$ cat config.mk
export PLATFORM = sky130hd
export DESIGN_NAME = mem_stage
export DESIGN_NICKNAME = d
export VERILOG_FILES = /design/src/rtl/cpu_bus_pkg.sv /design/src/rtl/load_align.sv /design/src/rtl/mem_stage.sv
export SDC_FILE = /design/constraint.sdc
export NUM_CORES = 1
export LEC_CHECK = 0
export BUFFER_PORTS_ARGS = -buffer_cell sky130_fd_sc_hd__buf_2
export CAP_MARGIN = 20
export CORE_AREA = 5 5 211 213
export DETAILED_ROUTE_END_ITERATION = 7
export DIE_AREA = 0 0 216 218
export PLACE_DENSITY = 0.51
export SETUP_SLACK_MARGIN = 0.5
export SYNTH_ARGS = -nofsm -noshare
export SYNTH_HDL_FRONTEND = slang
export SYNTH_SLANG_ARGS = --single-unit
$ cat constraint.sdc
create_clock -name clk -period 8.68 [get_ports clk]
set_clock_uncertainty 0.2 [all_clocks]
set_input_delay 0.868 -clock clk [delete_from_list [all_inputs] [get_ports clk]]
set_output_delay 0.868 -clock clk [all_outputs]
set_load 0.005 [all_outputs]
$ cat src/rtl/cpu_bus_pkg.sv
// cpu_bus_pkg: bus widths, field offsets and CSR numbers shared by the EXE, MEM and WB stages.
package cpu_bus_pkg;

  localparam int ES_BUS_W = 231;
  localparam int MS_BUS_W = 234;
  localparam int FWD_W    = 38;

  // EXE->MEM bus layout (LSB first)
  localparam int ES_PC_LSB         = 0;    // 32
  localparam int ES_RESULT_LSB     = 32;   // 32, ALU result / memory address
  localparam int ES_DEST_LSB       = 64;   // 5
  localparam int ES_GR_WE          = 69;
  localparam int ES_RES_FROM_MEM   = 70;
  localparam int ES_MEM_RE         = 71;
  localparam int ES_MEM_WE         = 72;
  localparam int ES_LD_OP_LSB      = 73;   // 5, one-hot
  localparam int ES_EX_LSB         = 78;   // EX_W exception flags
  localparam int ES_HAS_INT        = 94;
  localparam int ES_ERTN           = 95;
  localparam int ES_REFETCH        = 96;
  localparam int ES_CSR_WE         = 97;   // csrwr or csrxchg
  localparam int ES_CSR_NUM_LSB    = 98;   // 14
  localparam int ES_CSR_WMASK_LSB  = 112;  // 32
  localparam int ES_CSR_WVALUE_LSB = 144;  // 32
  localparam int ES_TLBRD          = 176;
  localparam int ES_VADDR_LSB      = 177;  // 32, bad virtual address
  localparam int ES_MISC_LSB       = 209;  // 22, TLB op fields passed through to WB

  localparam int EX_W      = 16;
  localparam int EX_ALE    = 0;
  localparam int EX_ADEM   = 1;
  localparam int EX_TLBR   = 2;
  localparam int EX_PIL    = 3;
  localparam int EX_PIS    = 4;

  localparam int LD_B  = 0;
  localparam int LD_BU = 1;
  localparam int LD_H  = 2;
  localparam int LD_HU = 3;
  localparam int LD_W  = 4;

  // MEM->WB: the EXE layout with final_result in the result slot, plus summary flags on top
  localparam int MS_HAS_EX      = 231;
  localparam int MS_WR_ASID_EHI = 232;
  localparam int MS_MEM_OP      = 233;

  // Forwarding bus: ms_valid and gr_we are folded into dest (dest 0 = nothing to bypass,
  // r0 is never a hazard), which is what lets the bus fit in FWD_W.
  localparam int FWD_RESULT_LSB = 0;
  localparam int FWD_DEST_LSB   = 32;
  localparam int FWD_LD_PEND    = 37;

  localparam logic [13:0] CSR_TLBEHI = 14'h11;
  localparam logic [13:0] CSR_ASID   = 14'h18;

  typedef struct packed {
    logic       gr_we;
    logic       res_from_mem;
    logic       mem_re;
    logic       mem_we;
    logic [4:0] ld_op;
    logic       has_int;
    logic       ertn;
    logic       refetch;
    logic       csr_we;
    logic       tlbrd;
  } ms_ctrl_t;

endpackage

$ cat src/rtl/load_align.sv
// load_align: picks the addressed byte/halfword out of a read word and sign- or zero-extends it.
module load_align
  import cpu_bus_pkg::*;
(
  input  logic [4:0]  ld_op,
  input  logic [1:0]  offset,
  input  logic [31:0] rdata,
  output logic [31:0] value
);
  logic [7:0]  byte_sel;
  logic [15:0] half_sel;

  always_comb begin
    unique case (offset)
      2'd0:    byte_sel = rdata[7:0];
      2'd1:    byte_sel = rdata[15:8];
      2'd2:    byte_sel = rdata[23:16];
      default: byte_sel = rdata[31:24];
    endcase
    half_sel = offset[1] ? rdata[31:16] : rdata[15:0];
  end

  always_comb begin
    value = rdata;
    if (ld_op[LD_B])       value = {{24{byte_sel[7]}}, byte_sel};
    else if (ld_op[LD_BU]) value = {24'd0, byte_sel};
    else if (ld_op[LD_H])  value = {{16{half_sel[15]}}, half_sel};
    else if (ld_op[LD_HU]) value = {16'd0, half_sel};
  end

endmodule

$ cat src/rtl/mem_stage.sv
// mem_stage: MEM pipeline stage; waits for data-SRAM responses, aligns load data, hands off to WB.
// Define MEM_STAGE_BYPASS_EN to forward live MEM results to ID instead of stalling on every RAW.
module mem_stage
  import cpu_bus_pkg::*;
(
  input  logic                clk,
  input  logic                reset,
  input  logic                es_to_ms_valid,
  input  logic [ES_BUS_W-1:0] es_to_ms_bus,
  output logic                ms_allowin,
  input  logic                ws_allowin,
  output logic                ms_to_ws_valid,
  output logic [MS_BUS_W-1:0] ms_to_ws_bus,
  input  logic                data_sram_data_ok,
  input  logic [31:0]         data_sram_rdata,
  input  logic                es_req_fire,
  input  logic                wb_flush,
  output logic                ms_ex,
  output logic                ms_ertn,
  output logic                ms_refetch,
  output logic                ms_write_asid_ehi,
  output logic [FWD_W-1:0]    ms_fwd_bus
);
  logic                ms_valid_q;
  logic [ES_BUS_W-1:0] bus_q;
  logic                rbuf_valid_q;
  logic [31:0]         rbuf_data_q;
  logic [1:0]          cancel_cnt_q, cancel_cnt_d;

  ms_ctrl_t    ctrl;
  logic [31:0] result, ld_rdata, ld_value, final_result;
  logic [4:0]  dest;
  logic [13:0] csr_num;
  logic [EX_W-1:0] ex_bits;
  logic mem_op, resp_live, ms_ready_go, ms_leave, load_pending;

  assign result  = bus_q[ES_RESULT_LSB +: 32];
  assign dest    = bus_q[ES_DEST_LSB +: 5];
  assign csr_num = bus_q[ES_CSR_NUM_LSB +: 14];
  assign ex_bits = bus_q[ES_EX_LSB +: EX_W];
  assign ctrl    = '{gr_we: bus_q[ES_GR_WE], res_from_mem: bus_q[ES_RES_FROM_MEM],
                     mem_re: bus_q[ES_MEM_RE], mem_we: bus_q[ES_MEM_WE],
                     ld_op: bus_q[ES_LD_OP_LSB +: 5], has_int: bus_q[ES_HAS_INT],
                     ertn: bus_q[ES_ERTN], refetch: bus_q[ES_REFETCH],
                     csr_we: bus_q[ES_CSR_WE], tlbrd: bus_q[ES_TLBRD]};
  assign mem_op  = ctrl.mem_re | ctrl.mem_we;

  // A response only belongs to this instruction once all responses owed to killed requests drained
  assign resp_live      = data_sram_data_ok & (cancel_cnt_q == 2'd0);
  assign ms_ready_go    = ~mem_op | rbuf_valid_q | resp_live;
  assign ms_allowin     = ~ms_valid_q | (ms_ready_go & ws_allowin);
  assign ms_to_ws_valid = ms_valid_q & ms_ready_go;
  assign ms_leave       = ms_to_ws_valid & ws_allowin;

  always_ff @(posedge clk) begin
    if (reset || wb_flush) ms_valid_q <= 1'b0;
    else if (ms_allowin)   ms_valid_q <= es_to_ms_valid;
  end

  always_ff @(posedge clk) begin
    if (es_to_ms_valid && ms_allowin) bus_q <= es_to_ms_bus;
  end

  always_ff @(posedge clk) begin
    if (reset || wb_flush || ms_leave)           rbuf_valid_q <= 1'b0;
    else if (resp_live && ms_valid_q && mem_op)  rbuf_valid_q <= 1'b1;
  end

  always_ff @(posedge clk) begin
    if (resp_live && ms_valid_q && mem_op && !rbuf_valid_q) rbuf_data_q <= data_sram_rdata;
  end

  logic [1:0] cnt_inc;
  logic       cnt_dec;
  logic [2:0] cnt_sum;

  always_comb begin
    cnt_inc = 2'd0;
    if (wb_flush)
      cnt_inc = {1'b0, ms_valid_q & mem_op & ~rbuf_valid_q & ~data_sram_data_ok}
              + {1'b0, es_req_fire & ms_allowin};
    cnt_dec      = data_sram_data_ok & (cancel_cnt_q != 2'd0);
    cnt_sum      = {1'b0, cancel_cnt_q} + {1'b0, cnt_inc} - {2'b00, cnt_dec};
    cancel_cnt_d = (cnt_sum > 3'd3) ? 2'd3 : cnt_sum[1:0];
  end

  always_ff @(posedge clk) begin
    if (reset) cancel_cnt_q <= 2'd0;
    else       cancel_cnt_q <= cancel_cnt_d;
  end

  assign ld_rdata = rbuf_valid_q ? rbuf_data_q : data_sram_rdata;

  load_align u_align (
    .ld_op  (ctrl.ld_op),
    .offset (result[1:0]),
    .rdata  (ld_rdata),
    .value  (ld_value)
  );

  assign final_result = ctrl.res_from_mem ? ld_value : result;

  assign ms_ex             = ms_valid_q & ((|ex_bits) | ctrl.has_int);
  assign ms_ertn           = ms_valid_q & ctrl.ertn;
  assign ms_refetch        = ms_valid_q & ctrl.refetch;
  assign ms_write_asid_ehi = ms_valid_q & ((ctrl.csr_we & ((csr_num == CSR_ASID) |
                                                           (csr_num == CSR_TLBEHI)))
                                           | ctrl.tlbrd);

  always_comb begin
    ms_to_ws_bus                       = '0;
    ms_to_ws_bus[ES_BUS_W-1:0]         = bus_q;
    ms_to_ws_bus[ES_RESULT_LSB +: 32]  = final_result;
    ms_to_ws_bus[MS_HAS_EX]            = ms_ex;
    ms_to_ws_bus[MS_WR_ASID_EHI]       = ms_write_asid_ehi;
    ms_to_ws_bus[MS_MEM_OP]            = mem_op;
  end

`ifdef MEM_STAGE_BYPASS_EN
  assign load_pending = ms_valid_q & ctrl.res_from_mem & ~ms_ready_go;
  assign ms_fwd_bus[FWD_RESULT_LSB +: 32] = final_result;
`else
  assign load_pending = ms_valid_q & ctrl.gr_we;
  assign ms_fwd_bus[FWD_RESULT_LSB +: 32] = 32'd0;
`endif
  assign ms_fwd_bus[FWD_DEST_LSB +: 5] = (ms_valid_q & ctrl.gr_we) ? dest : 5'd0;
  assign ms_fwd_bus[FWD_LD_PEND]       = load_pending;

endmodule

# After elaboration in Yosys (flattened, before gate mapping)
# Cells that the tools add are included.
[word_totals]
ff_bits = 267
wordCells = 61
[classes]
n_addsub = 3
order_cmp = 1
eq_ne = 4
mux = 11
n_bitwise = 26
reduce_logical = 11
[op_table]
columns = ["op", "n"]
rows = [
  ["$mux 32", 6],
  ["$eq 14x5->1 const B", 2],
  ["$pmux 8 s3", 1],
  ["$mux 16", 1],
  ["$reduce_or 16->1", 1],
  ["$and 1x1->1", 15],
  ["$or 1x1->1", 7],
  ["$mux 5", 1],
  ["$logic_and 1x1->1", 4],
  ["$logic_not 2->1", 2],
  ["$mux 2", 2],
  ["$not 1->1", 4],
  ["$add 2x2->3", 1],
  ["$gt 3x2->1 const B", 1],
  ["$sub 3x1->3", 1],
  ["$add 1x1->2", 1],
  ["$eq 2x1->1 const B", 1],
  ["$eq 2x2->1 const B", 1],
  ["$logic_or 1x1->1", 2],
  ["$reduce_bool 2->1", 1],
  ["$logic_not 1->1", 1],
]

# Depth between registers and ports, before layout
[logic_depth]
word_depth = 13
ltp_mapped = 16

# Cells and area by module
# Synthesis repeated with hierarchy kept, for this count alone.
[hier_totals]
cells_unflattened = 756
area_unflattened_um2 = 11631.2
[by_module_without_submodules]
columns = ["module", "n_inst", "cells_each", "area_per_inst_um2", "seq_area_each_um2"]
rows = [
  ["mem_stage", 1, 632, 10918.0, 7977.7],
  ["load_align", 1, 124, 713.2, 0.0],
]

# Worst setup path after synthesis
# OpenSTA, ideal clock, no wires.
[synth_path]
kind = "in2reg"
from = "input data_sram_data_ok"
to = "register bus_q[0] (enable)"
setup_time_ns = 0.619
arrival_ns = 6.838
required_time_ns = 7.861
setup_slack_ns = 1.022
path_stages = 4
n_path_buf = 0
path_cell_list = "nor3b_1 > nor3b_1 > o21ai_0 > and2_1"
[synth_between]
elab_chain_len = 5
[synth_rtl]
columns = ["item", "line", "source"]
rows = [
  ["from (decl)", "mem_stage.sv:14", "input logic data_sram_data_ok,"],
  ["$and 1x1->1", "mem_stage.sv:49", "assign resp_live = data_sram_data_ok & (cancel_cnt_q == 2'd0);"],
  ["$or 1x1->1", "mem_stage.sv:50", "assign ms_ready_go = ~mem_op | rbuf_valid_q | resp_live;"],
  ["$and 1x1->1", "mem_stage.sv:51", "assign ms_allowin = ~ms_valid_q | (ms_ready_go & ws_allowin);"],
  ["$or 1x1->1", "mem_stage.sv:51", ""],
  ["via ms_allowin", "mem_stage.sv:10", "output logic ms_allowin,"],
  ["$logic_and 1x1->1", "mem_stage.sv:61", "if (es_to_ms_valid && ms_allowin) bus_q <= es_to_ms_bus;"],
  ["to (signal assigned)", "mem_stage.sv:61", ""],
  ["to (decl)", "mem_stage.sv:25", "logic [ES_BUS_W-1:0] bus_q;"],
]
# The timed path passes the listed nets, and every way through them passes these cells.
# A chain may end at the register's enable or synchronous reset.

# Worst setup path after layout
[layout_path]
from = "register rbuf_valid_q"
to = "output ms_to_ws_bus[52]"
[layout_between]
elab_chain_len = 6
elab_cells_between_ends = 8
cone_classes = "mux (8)"
[layout_rtl]
columns = ["item", "line", "source"]
rows = [
  ["from (decl)", "mem_stage.sv:26", "logic rbuf_valid_q;"],
  ["from (signal assigned)", "mem_stage.sv:65", "if (reset || wb_flush || ms_leave) rbuf_valid_q <= 1'b0;"],
  ["from (signal assigned)", "mem_stage.sv:66", "else if (resp_live && ms_valid_q && mem_op) rbuf_valid_q <= 1'b1;"],
  ["$mux 32 *", "mem_stage.sv:92", "assign ld_rdata = rbuf_valid_q ? rbuf_data_q : data_sram_rdata;"],
  ["$mux 32 or $mux 16 (tied branches)", "load_align.sv:28, load_align.sv:20", ""],
  ["$mux 32", "load_align.sv:27", "else if (ld_op[LD_H]) value = {{16{half_sel[15]}}, half_sel};"],
  ["$mux 32", "load_align.sv:26", "else if (ld_op[LD_BU]) value = {24'd0, byte_sel};"],
  ["$mux 32 *", "load_align.sv:25", "if (ld_op[LD_B]) value = {{24{byte_sel[7]}}, byte_sel};"],
  ["$mux 32 *", "mem_stage.sv:101", "assign final_result = ctrl.res_from_mem ? ld_value : result;"],
  ["to (decl)", "mem_stage.sv:13", "output logic [MS_BUS_W-1:0] ms_to_ws_bus,"],
]
# Every way passes the cells marked *; elsewhere a longest branch is shown, timed or not.

==> results_dict.tcl <==
set metrics [dict create \
    status "finished, final reports clean" \
    fmax_mhz 227 \
    cp.arrival_ps 3330 \
    synth_top_area_share_pct 68.6 \
    dp_hpwl_um 28000 \
    clk_latency_ps 560 \
    cp-end-kind "output pin" \
    fp.dieArea_mm2 0.0471 \
    final-seq-area_mm2 0.00798 \
    syn_avg_cell_area_um2 15.5 \
    yosysUniqueCellTypes 47 \
    vdd_ir_drop_max_v 0.000145 \
    path_buf_inv 2 \
    r2r_cells 5 \
    synth_edf_count 263 \
    hold_ws_ps 278 \
    core_area_mm2 0.0425 \
    clkSlewWorstSetupHoldPaths_ps 60 \
    critPathKind "register to output pin" \
    syn_inst 744 \
    p_seq_share_pct 51.3 \
    synthesis.area_mm2 0.0115 \
    min_path_cells 1 \
    setup_viol 0 \
    drive_gt1_share_pct 53.8 \
    cts.repair.resized 0 \
    grt_pass1_vias 7251 \
    cpPeakStageDelay_ps 600 \
    p_sw_share_pct 23.7 \
    ant_nets 0 \
    p_leak_nw 5.78 \
    route.detailed.drc 0 \
    cts_hold_buf 0 \
    synth.most_common_cell "edfxtp_1" \
    ys_seq_area_share_pct 69.3 \
    nFillCells 4258 \
    slew_viol_final 0 \
    hold_viol_final 0 \
    cp_num_cells 6 \
    grt_max_degree 74 \
    p_int_mw 2.31 \
    p_total_mw 3.02 \
    slew-limit-headroom_pct 38.2 \
    path_max_fanout 32 \
    dr.pass1.iters 4 \
    synth_commonest_cells "edfxtp_1, buf_4, nor2_1, mux2i_1, nand2_1" \
    stdcell_count 1648 \
    ys.flop_type "edfxtp_1" \
    vias 6923 \
    min_period_ps 4400 \
    pre_cts_ws_ps 4710 \
    slowest_stage "mux4_2" \
    grt_pass1_wl_um 49200 \
    ys_top_cells_by_area "edfxtp_1, buf_4, mux2i_1" \
    critPathLaunchType "register" \
    overflow 0 \
    combPwrFrac_pct 10.7 \
    final_nets 1351 \
    synth_seq_cells 267 \
    multi_input_area_mm2 0.00178 \
    post-route-period-util_pct 50.7 \
    worst_pin_slew_ps 927 \
    required_ps 7610 \
    start_util_pct 27.1 \
    tns_ps 0 \
    rows 76 \
    yosysWarnings 0 \
    area_delta_synth_final_pct 21.5 \
    crit_chain "buf_4, mux4_2, or2_4, a311o_4, o22a_1, buf_2" \
    dp.cells 1589 \
    crit_family "compound AO/OA/AOI/OAI gates" \
    clock-sinks 267 \
    antenna_found_initial 18 \
    drv_cap 0 \
    die_w_um 216 \
    setup_ws_ps 4280 \
    die_h_um 218 \
    powerDensity_mw_per_mm2 216 \
    h-tree-depth 1 \
    ctsRootBufferMaster "clkbuf_16" \
    track_usage_pct 14.0 \
    drt_iter0_markers 347 \
    rsz0062_at_grt "no" \
    switchingPower_mw 0.716 \
    place_congestion 0.821 \
    clock_path_buffers 3 \
    cts_tree "built" \
    hold_path.class "primary input to register" \
    yosysTopAreaCell "edfxtp_1" \
    avgRoutedWirePerCell_um 21.6 \
    io_pins 548 \
    clockPowerShare_pct 38.1 \
    routed_wl_um 35700 \
    viasPerCell 4.20 \
    cts_buffers 30 \
    synth-async-reset-ratio_pct 0 \
    port_buffers 515 \
    cts_setup_buffers 0 \
]
cell families (layout without fill, tap and decap cells):
kind of cell               Yosys count  count (layout)  synth area share [%]
DFF                                267             267                  69.3
AOI/OAI and AO/OA                   65              65                  4.45
xor gates and xnor gates             2               2                 0.152
buffers and inverters              261             583                  16.3
and+or+nand+nor                     97              97                  4.18
adders and majority gates            5               5                 0.608
other                                1              37                0.0326
muxes                               46              46                  4.95
final timing paths:
path,from,slack (ps),end
worst max-delay path,rbuf_valid_q,4280,ms_to_ws_bus[52]
worst min-delay path,es_to_ms_bus[148],280,bus_q[148]
worst max register to register,bus_q[72],5220,bus_q[219]
worst min register to register,cancel_cnt_q[0],440,cancel_cnt_q[0]
through the flow:
stage / cell area, µm² / util, %
after floorplan: 11600 / -
after global placement: 13100 / 30.8
after detailed placement: 13100 / 30.8
after CTS: 14000 / 32.9
after global routing: 14000 / 32.9
final: 14000 / 32.9
state kept, by name, summed over array words and instances (netlist names):
signal / count
bus_q: 231
ms_valid_q: 1
cancel_cnt_q: 2
rbuf_data_q: 32
rbuf_valid_q: 1
cell usage in the layout (no fill, tap or decap), types with 3 or more instances in the layout:
master,instances
o21ai_0,4
and2_1,5
buf_4,8
a22oi_1,4
dfxtp_1,3
a211o_1,3
clkbuf_16,31
nand2_1,19
diode_2,5
mux2_2,8
mux2i_1,30
nand3_1,4
clkinv_2,4
nor2b_1,6
o22a_1,16
o21a_1,5
clkinvlp_4,3
clkinv_1,10
nor2_1,34
edfxtp_1,263
inv_1,7
clkbuf_1,4
a221oi_1,3
mux4_2,8
a21bo_2,3
conb_1,32
a31oi_1,12
and3_1,10
o211ai_1,4
ha_1,4
nor4_1,5
buf_2,515
per-layer routing:
layer	share of wire, %	track usage (%)	wire length, µm	up-vias
met5	0.43	0	155	-
met4	2.5	4.05	884	24
met3	11	6.15	3800	70
met2	50	24.5	18000	339
met1	36	15.7	12800	3349
li1	-	-	-	3141
power by group through the flow:
stage / sequential [mW] / combinational (mW) / clock (mW)
6_report: 1.55 / 0.322 / 1.15
3_3_place_gp: 1.57 / 0.324 / 0
2_1_floorplan: 1.58 / 0.222 / 0
5_1_grt: 1.56 / 0.355 / 1.26
3_5_place_dp: 1.58 / 0.329 / 0
4_1_cts: 1.55 / 0.329 / 1.20
worst reg2reg max path, stage by stage (launching register included):
cell      delay, ps
edfxtp_1        420
or2_2           350
nor3b_1         160
o21ai_0         350
and2_4          690
buf_4           850
area by class of cell:
type | count | area share, %
Inverter | 7 | 0.188
Tap cell | 546 | 4.88
Multi-Input combinational cell | 247 | 12.7
Clock buffer | 35 | 5.65
Sequential cell | 267 | 57.0
Timing Repair Buffer | 523 | 18.8
Antenna cell | 5 | 0.0894
Clock inverter | 18 | 0.635
(Power assumes the default switching activity.)
